===== src/rtl/rnn_pkg.sv =====
// Shared definitions for the RNN core and its hidden-state capture stage.
package rnn_pkg;

    // Hidden-state word width (Q4.16 signed) and words per frame
    localparam int DW    = 20;
    localparam int HID   = 64;
    localparam int STEPW = 16;
    localparam int AW    = $clog2(HID);
    localparam int CW    = AW + 1;

    // Core memory bank selects
    localparam logic [2:0] MSEL_WIH  = 3'b000;
    localparam logic [2:0] MSEL_BIH  = 3'b001;
    localparam logic [2:0] MSEL_WHH  = 3'b010;
    localparam logic [2:0] MSEL_BHH  = 3'b011;
    localparam logic [2:0] MSEL_IN   = 3'b100;
    localparam logic [2:0] MSEL_HOUT = 3'b101;

    typedef logic signed [DW-1:0] hword_t;

    typedef enum logic {
        RD_IDLE   = 1'b0,
        RD_STREAM = 1'b1
    } rd_state_e;

    // A core write that lands on the hidden-state output bank
    function automatic logic is_hout_strobe(input logic mce, input logic [2:0] msel);
        return mce && (msel == MSEL_HOUT);
    endfunction

endpackage


===== src/rtl/rnn_frame_buf.sv =====
// One frame of hidden-state storage: write port, capture count,
// ready-to-read flag, combinational read port and a free strobe.
module rnn_frame_buf
    import rnn_pkg::*;
(
    input  logic          clk,
    input  logic          reset,
    input  logic          clr_i,
    input  logic          we_i,
    input  logic [AW-1:0] waddr_i,
    input  hword_t        wdata_i,
    input  logic [AW-1:0] raddr_i,
    output hword_t        rdata_o,
    input  logic          free_i,
    output logic          ready_o,
    output logic          full_o
);

    hword_t        mem_q [HID];
    logic [CW-1:0] count_q, count_d;
    logic          ready_q, ready_d;
    logic          wr_en;

    // A buffer holding an unread frame refuses writes; the top counts those as drops.
    assign wr_en   = we_i && !ready_q && !clr_i;
    assign rdata_o = mem_q[raddr_i];
    assign ready_o = ready_q;

    // Word storage write port
    // NOTE: the storage array is deliberately not reset; ready_q guards every read,
    // so stale contents are never presented and the array can map onto plain RAM.
    always_ff @(posedge clk) begin
        if (wr_en) begin
            mem_q[waddr_i] <= wdata_i;
        end
    end

    // Capture count and ready flag next-state; flush and free both empty the buffer
    always_comb begin
        // NOTE: every output of this block is given a default first so no path
        // leaves a variable unassigned, which would otherwise infer a latch.
        count_d = count_q;
        ready_d = ready_q;
        full_o  = 1'b0;
        if (clr_i || free_i) begin
            count_d = '0;
            ready_d = 1'b0;
        end else if (wr_en) begin
            count_d = count_q + CW'(1);
            if (count_d == CW'(HID)) begin
                ready_d = 1'b1;
                full_o  = 1'b1;
            end
        end
    end

    // Count and flag registers
    always_ff @(posedge clk or negedge reset) begin
        // NOTE: state registers use non-blocking assignment so every flop samples
        // the pre-edge values regardless of block ordering.
        if (!reset) begin
            count_q <= '0;
            ready_q <= 1'b0;
        end else begin
            count_q <= count_d;
            ready_q <= ready_d;
        end
    end

endmodule


===== src/rtl/rnn_h_collector.sv =====
// Hidden-state capture stage: snoops core writes to the output bank,
// assembles 64-word frames into two ping-pong buffers and streams them
// out over valid/ready. Frames that find no free buffer are dropped and
// flagged on the sticky ovf output, since the core cannot be stalled.
module rnn_h_collector
    import rnn_pkg::*;
(
    input  logic             clk,
    input  logic             reset,
    input  logic             mce,
    input  logic [2:0]       msel,
    input  logic [16:0]      maddr,
    input  logic [DW-1:0]    mdata_w,
    input  logic             clr,
    output logic             o_valid,
    input  logic             o_ready,
    output logic [DW-1:0]    o_data,
    output logic [AW-1:0]    o_addr,
    output logic             o_last,
    output logic [STEPW-1:0] o_step,
    output logic             ovf
);

    rd_state_e        state_q, state_d;
    logic [AW-1:0]    idx_q, idx_d;
    logic             rsel_q, rsel_d;
    logic             wsel_q, wsel_d;
    logic [STEPW-1:0] step_q, step_d;
    logic             ovf_q, ovf_d;

    logic             strobe;
    logic             last_hs;
    logic [1:0]       we, free, ready, full;
    hword_t           rdata [2];
    logic             unused_maddr;

    // Only the word index within the frame matters; upper address bits are don't-care.
    assign unused_maddr = ^maddr[16:AW];

    // A capture in the same cycle as a flush is discarded.
    assign strobe = is_hout_strobe(mce, msel) && !clr;

    for (genvar b = 0; b < 2; b++) begin : g_buf
        assign we[b]   = strobe && (wsel_q == 1'(b));
        assign free[b] = last_hs && (rsel_q == 1'(b));

        rnn_frame_buf u_buf (
            .clk     (clk),
            .reset   (reset),
            .clr_i   (clr),
            .we_i    (we[b]),
            .waddr_i (maddr[AW-1:0]),
            .wdata_i (mdata_w),
            .raddr_i (idx_q),
            .rdata_o (rdata[b]),
            .free_i  (free[b]),
            .ready_o (ready[b]),
            .full_o  (full[b])
        );
    end

    // Write-side next-state: buffer toggle on a completed frame, sticky drop flag
    always_comb begin
        wsel_d = wsel_q;
        ovf_d  = ovf_q;
        if (clr) begin
            wsel_d = 1'b0;
            ovf_d  = 1'b0;
        end else begin
            if (full[wsel_q]) begin
                wsel_d = ~wsel_q;
            end
            if (strobe && ready[wsel_q]) begin
                ovf_d = 1'b1;
            end
        end
    end

    // Write-side registers
    always_ff @(posedge clk or negedge reset) begin
        if (!reset) begin
            wsel_q <= 1'b0;
            ovf_q  <= 1'b0;
        end else begin
            wsel_q <= wsel_d;
            ovf_q  <= ovf_d;
        end
    end

    // Read FSM next-state: walk the ready buffer in ascending order, then hand it back
    always_comb begin
        state_d = state_q;
        idx_d   = idx_q;
        rsel_d  = rsel_q;
        step_d  = step_q;
        last_hs = 1'b0;
        if (clr) begin
            state_d = RD_IDLE;
            idx_d   = '0;
            rsel_d  = 1'b0;
            step_d  = '0;
        end else begin
            case (state_q)
                RD_IDLE: begin
                    if (ready[rsel_q]) begin
                        state_d = RD_STREAM;
                        idx_d   = '0;
                    end
                end
                RD_STREAM: begin
                    if (o_ready) begin
                        if (idx_q == AW'(HID - 1)) begin
                            last_hs = 1'b1;
                            idx_d   = '0;
                            rsel_d  = ~rsel_q;
                            step_d  = step_q + STEPW'(1);
                            // Chain straight into the other frame when it is already waiting
                            state_d = ready[~rsel_q] ? RD_STREAM : RD_IDLE;
                        end else begin
                            idx_d = idx_q + AW'(1);
                        end
                    end
                end
                default: state_d = RD_IDLE;
            endcase
        end
    end

    // Read FSM registers
    always_ff @(posedge clk or negedge reset) begin
        if (!reset) begin
            state_q <= RD_IDLE;
            idx_q   <= '0;
            rsel_q  <= 1'b0;
            step_q  <= '0;
        end else begin
            state_q <= state_d;
            idx_q   <= idx_d;
            rsel_q  <= rsel_d;
            step_q  <= step_d;
        end
    end

    // Outputs come straight from registers and the selected buffer, so they hold during a stall.
    assign o_valid = (state_q == RD_STREAM);
    assign o_data  = o_valid ? rdata[rsel_q] : '0;
    assign o_addr  = idx_q;
    assign o_last  = o_valid && (idx_q == AW'(HID - 1));
    assign o_step  = step_q;
    assign ovf     = ovf_q;

endmodule


===== config.mk =====
export PLATFORM = sky130hd
export DESIGN_NAME = rnn_h_collector
export DESIGN_NICKNAME = d
export VERILOG_FILES = /design/src/rtl/rnn_pkg.sv /design/src/rtl/rnn_frame_buf.sv /design/src/rtl/rnn_h_collector.sv
export SDC_FILE = /design/constraint.sdc
export NUM_CORES = 2
export LEC_CHECK = 0
export ABC_AREA = 0
export CAP_MARGIN = 15
export CORE_MARGIN = 5
export CORE_UTILIZATION = 47
export CTS_CLUSTER_DIAMETER = 80
export CTS_CLUSTER_SIZE = 28
export DETAILED_ROUTE_END_ITERATION = 7
export GPL_TIMING_DRIVEN = 0
export SYNTH_ARGS = -nofsm -noshare
export SYNTH_HDL_FRONTEND = slang
export SYNTH_SLANG_ARGS = --single-unit

===== constraint.sdc =====
create_clock -name clk -period 2.65 [get_ports clk]
set_input_delay 0.265 -clock clk [delete_from_list [all_inputs] [get_ports clk]]
set_output_delay 0.265 -clock clk [all_outputs]
set_load 0.02 [all_outputs]

==> summary.txt <==
Pwr
  • Overall power: 71,690 uW
  • Max VDD drop: 0.0007611 V
  • P per Cell Area: 577.6 nW/um2
  • LEAKAGE: approximately 0.038 uW

Detailed routing
  • WL final: 425.9 mm
  • Routed vias: 61,190
  • Antenna Nets Post-Route: 0
  • DR DRC count: 0
  • Routed wl met2: 173.7 mm
  • Via density per instance: 7.191
  • Initial DRT Pass Iterations: 7
  • Highest metal used: met5
  • DR WL/cell: 50.05 um
  • Initial DRC Count: 12,220
  • Routed met1 length: between 100 and 150 mm
  • Routed wl met3: 73.75 mm

STA
  • Skew final: 0.03966 ns
  • Worst-margin pin slew: 1.326 ns
  • Final hold violations: 0
  • Slew Limit Fails: 0
  • Max Fclk: 210.3 MHz
  • Worst setup margin: -2.105 ns
  • Final setup TNS: -39.07 ns
  • Slew margin rel.: 11.32%
  • Final setup vio count: 24
  • Crit share post-route: 179.4%
  • Tmin final: approximately 4.8 ns
  • RSZ-0062 raised after global routing: true

Clock tree
  • CTS tree: yes
  • Clock transition at path regs: 0.10 ns
  • CTS H-tree depth: 4
  • Skew-Pair Late Insertion Delay: 0.84 ns
  • Root Buffer Master: clkbuf_16
  • TritonCTS Sinks: 2,602
  • Num CTS Buffers: between 100 and 150
  • Worst-case clock buffer depth: 3

Placement
  • Routability-driven placement congestion ratio: 0.9977
  • Port Buf Inserts: 71
  • HPWL Detailed: 255.5 mm
  • Placed Area: about 110,000 um2

Final layout
  • Design Area, Final: 124,100 um2
  • Nets: approximately 5,600
  • Area delta synth->final: 23.42%
  • Layout cell share with drive strength beyond 1: roughly two fifths

Synthesis
  • Syn Nets: 4,703
  • Compound-Gate Fraction of Synth Area: around 3.2%
  • Synth Register Bits: 2,602
  • Asr flop ratio synth: 1.614%
  • Synth Cell Area: 100,600 um2
  • Post-Synth XOR/XNOR Area: 0.2003%
  • Post-synth EDFFs: 2,560
  • Count of cell types in the netlist: between 60 and 70
  • Sequential share of the synthesized area: between 70% and 80%
  • Synth Warn #: 0
  • Ys flop type: edfxtp_1
  • Post-Synth Adder-Cell Area: less than 1%
  • Post-synthesis simple-gate area fraction: 2.260%
  • Syn Area/Cell: 21.61 um2
  • Mux cell area share after synthesis: ~15%
  • Main combinational cell family by area after synthesis: multiplexers
  • Post-synthesis instance total: 4,654

Worst setup path
  • Peak fanout along the critical path: 10
  • Critical Path End Type: output pin
  • Worst EP required: roughly 2.4 ns
  • Critical Path Source Type: flop
  • Crit path DAT: between 4 and 5 ns
  • Setup CP Type: reg -> out

Floorplanning
  • Core Region: 212,500 um2
  • Initial Utilization: roughly 47%
  • I/O Pins: 90
  • DIE AREA: 223,300 um2
  • Die height: 472.5 um
  • Die X: 472.5 um
  • FP Rows: 169

Worst hold path
  • Worst min-delay path category: in -> reg

Global routing
  • Initial antenna violation count: 31
  • Number of global-route vias before repair: approximately 55,000
  • GRT overflow: 0
  • Tot GR Track Use: 37.43%
  • Pin count of the biggest net entering global routing: 105
  • First-pass GRT wire length: 542.3 mm

Status
  • Status: finished, violations left
  • Failing checks: negative setup slack

Run
  • Max_cap viols: 0
cells in the mapped netlist, drive strengths merged (3+ instances only):
library cell	instances	share of area, %
or2	6	0.037
o211ai	17	0.13
xnor2	8	0.070
ha	4	0.050
a311oi	11	0.096
inv	21	0.078
o31ai	6	0.045
or3b	6	0.052
or3	9	0.056
nor2b	11	0.068
nand2	125	0.47
a221o	3	0.030
a22oi	88	0.66
dfrtp	42	1.0
a21oi	82	0.41
mux2i	195	1.9
buf	161	1.2
nand4	10	0.062
a21o	5	0.037
a211oi	26	0.19
nor4	18	0.12
nand3	19	0.095
xor2	15	0.13
nand3b	8	0.060
nor4b	3	0.026
mux4	583	13
a211o	3	0.026
nor3b	3	0.022
a221oi	63	0.55
a22o	19	0.17
and2	5	0.031
a31oi	21	0.13
o22ai	38	0.24
a2111oi	9	0.078
nor3	55	0.27
nand2b	12	0.075
clkbuf	106	0.40
a32oi	7	0.061
o21ai	40	0.20
mux2	9	0.10
and3	11	0.068
nor2	187	0.70
edfxtp	2560	76
o41ai	3	0.026
cells in the final DEF (no fill, tap or decap), types with 35 or more instances in the layout:
| master | synthesis | routed |
|---|---|---|
| buf_16 | 0 | 129 |
| buf_4 | 33 | 362 |
| mux4_2 | 580 | 581 |
| nand2_1 | 125 | 105 |
| dfrtp_1 | 42 | 36 |
| a22oi_1 | 88 | 64 |
| buf_12 | 0 | 205 |
| mux2i_1 | 195 | 172 |
| buf_6 | 31 | 55 |
| buf_8 | 14 | 65 |
| clkbuf_16 | 0 | 143 |
| clkbuf_1 | 106 | 35 |
| nor2_1 | 187 | 48 |
| a21oi_1 | 82 | 58 |
| edfxtp_1 | 2560 | 2560 |
| nor2_4 | 0 | 176 |
worst max-delay path, stage by stage, from the launching register on:
cell      delay (ns)
dfrtp_4         0.59
buf_12          0.18
buf_8           0.20
buf_12          0.22
buf_16          0.19
mux4_2          0.33
a22oi_2         0.31
o211ai_1        0.43
nor4_4          0.68
nor3_2          0.15
buf_4           0.23
layout make-up:
type / count / area (um2)
diodes: 32 / 80.08
fillers: 14990 / 88410
plain buffers: 262 / 4056
repair buffers: 717 / 9248
inverters: 21 / 90.09
multi-input cells: 1829 / 24630
well taps: 2821 / 3530
clock inverters: 78 / 1040
clock buffers: 148 / 3491
flip-flops and latches: 2602 / 77940
flip-flops by register name, summed over array words and instances (netlist names):
name and flops:
g_buf.u_buf.count_q 14, g_buf.u_buf.ready_o 2, g_buf.u_buf.mem_q 2560, rsel_q 1, o_step 16, o_addr 6, o_valid 1, wsel_q 1
ovf 1
per-stage QoR:
stage / utilization (%) / instances / hold WS, ns / setup WS [ns]
5_1_grt: 58.37 / 8486 / 0.06242 / -1.955
4_1_cts: 57.46 / 8357 / 0.01568 / -1.929
3_3_place_gp: 49.36 / 7546 / 0.4672 / -5.028
3_5_place_dp: 51.06 / 7674 / 0.1725 / -4.565
2_1_floorplan: - / 4654 / -0.03059 / -0.2217
6_report: 58.40 / 8510 / 0.04970 / -2.105
where the power goes:
part	leakage (uW)	total (uW)	switching [uW]	internal, uW
Sequential	0.0236	45100	3.42	45100
Combinational	0.0124	1150	968	183
Clock	0.00219	25400	14100	11300
Total	0.0381	71700	15100	56600
cell families (layout without fill, tap and decap cells):
| kind of cell | after synthesis | after routing |
|---|---|---|
| AO/OA/AOI/OAI | 456 | 456 |
| XOR/XNOR | 23 | 23 |
| adder cells (fa/ha/maj) | 4 | 4 |
| buffers and inverters | 288 | 1226 |
| flip-flops | 2602 | 2602 |
| multiplexers | 787 | 787 |
| other | 0 | 32 |
| AND/OR/NAND/NOR | 494 | 559 |
routing by layer:
layer  GRT usage (%)  up-vias
li1                -    21530
met4           26.63       42
met5           1.066        -
met3           18.05     1620
met1           46.72    31790
met2           50.99     6217
repair_timing:
item                       4_1_cts  5_1_grt
resized for setup             1044      163
setup endpoints to repair     2544      515
hold endpoints to repair       785        0
cloned                          60        7
setup buffers                  377      113
hold buffers                    25        0
pin swaps                      207       69
final timing paths:
check | start | endpoint | slack [ns] | cells past startpoint
setup / recovery | o_addr[1] | o_data[1] | -2.11 | 10
hold / removal | clr | ovf | 0.05 | 3
setup reg to reg | o_addr[2] | o_addr[4] | -0.13 | 8
hold reg to reg | ovf | ovf | 0.50 | 1
max in group asynchronous | reset | o_step[0] | 1.28 | 4
min in group asynchronous | reset | o_addr[1] | 0.46 | 4
Note: power is estimated with default switching activity, not from simulation.
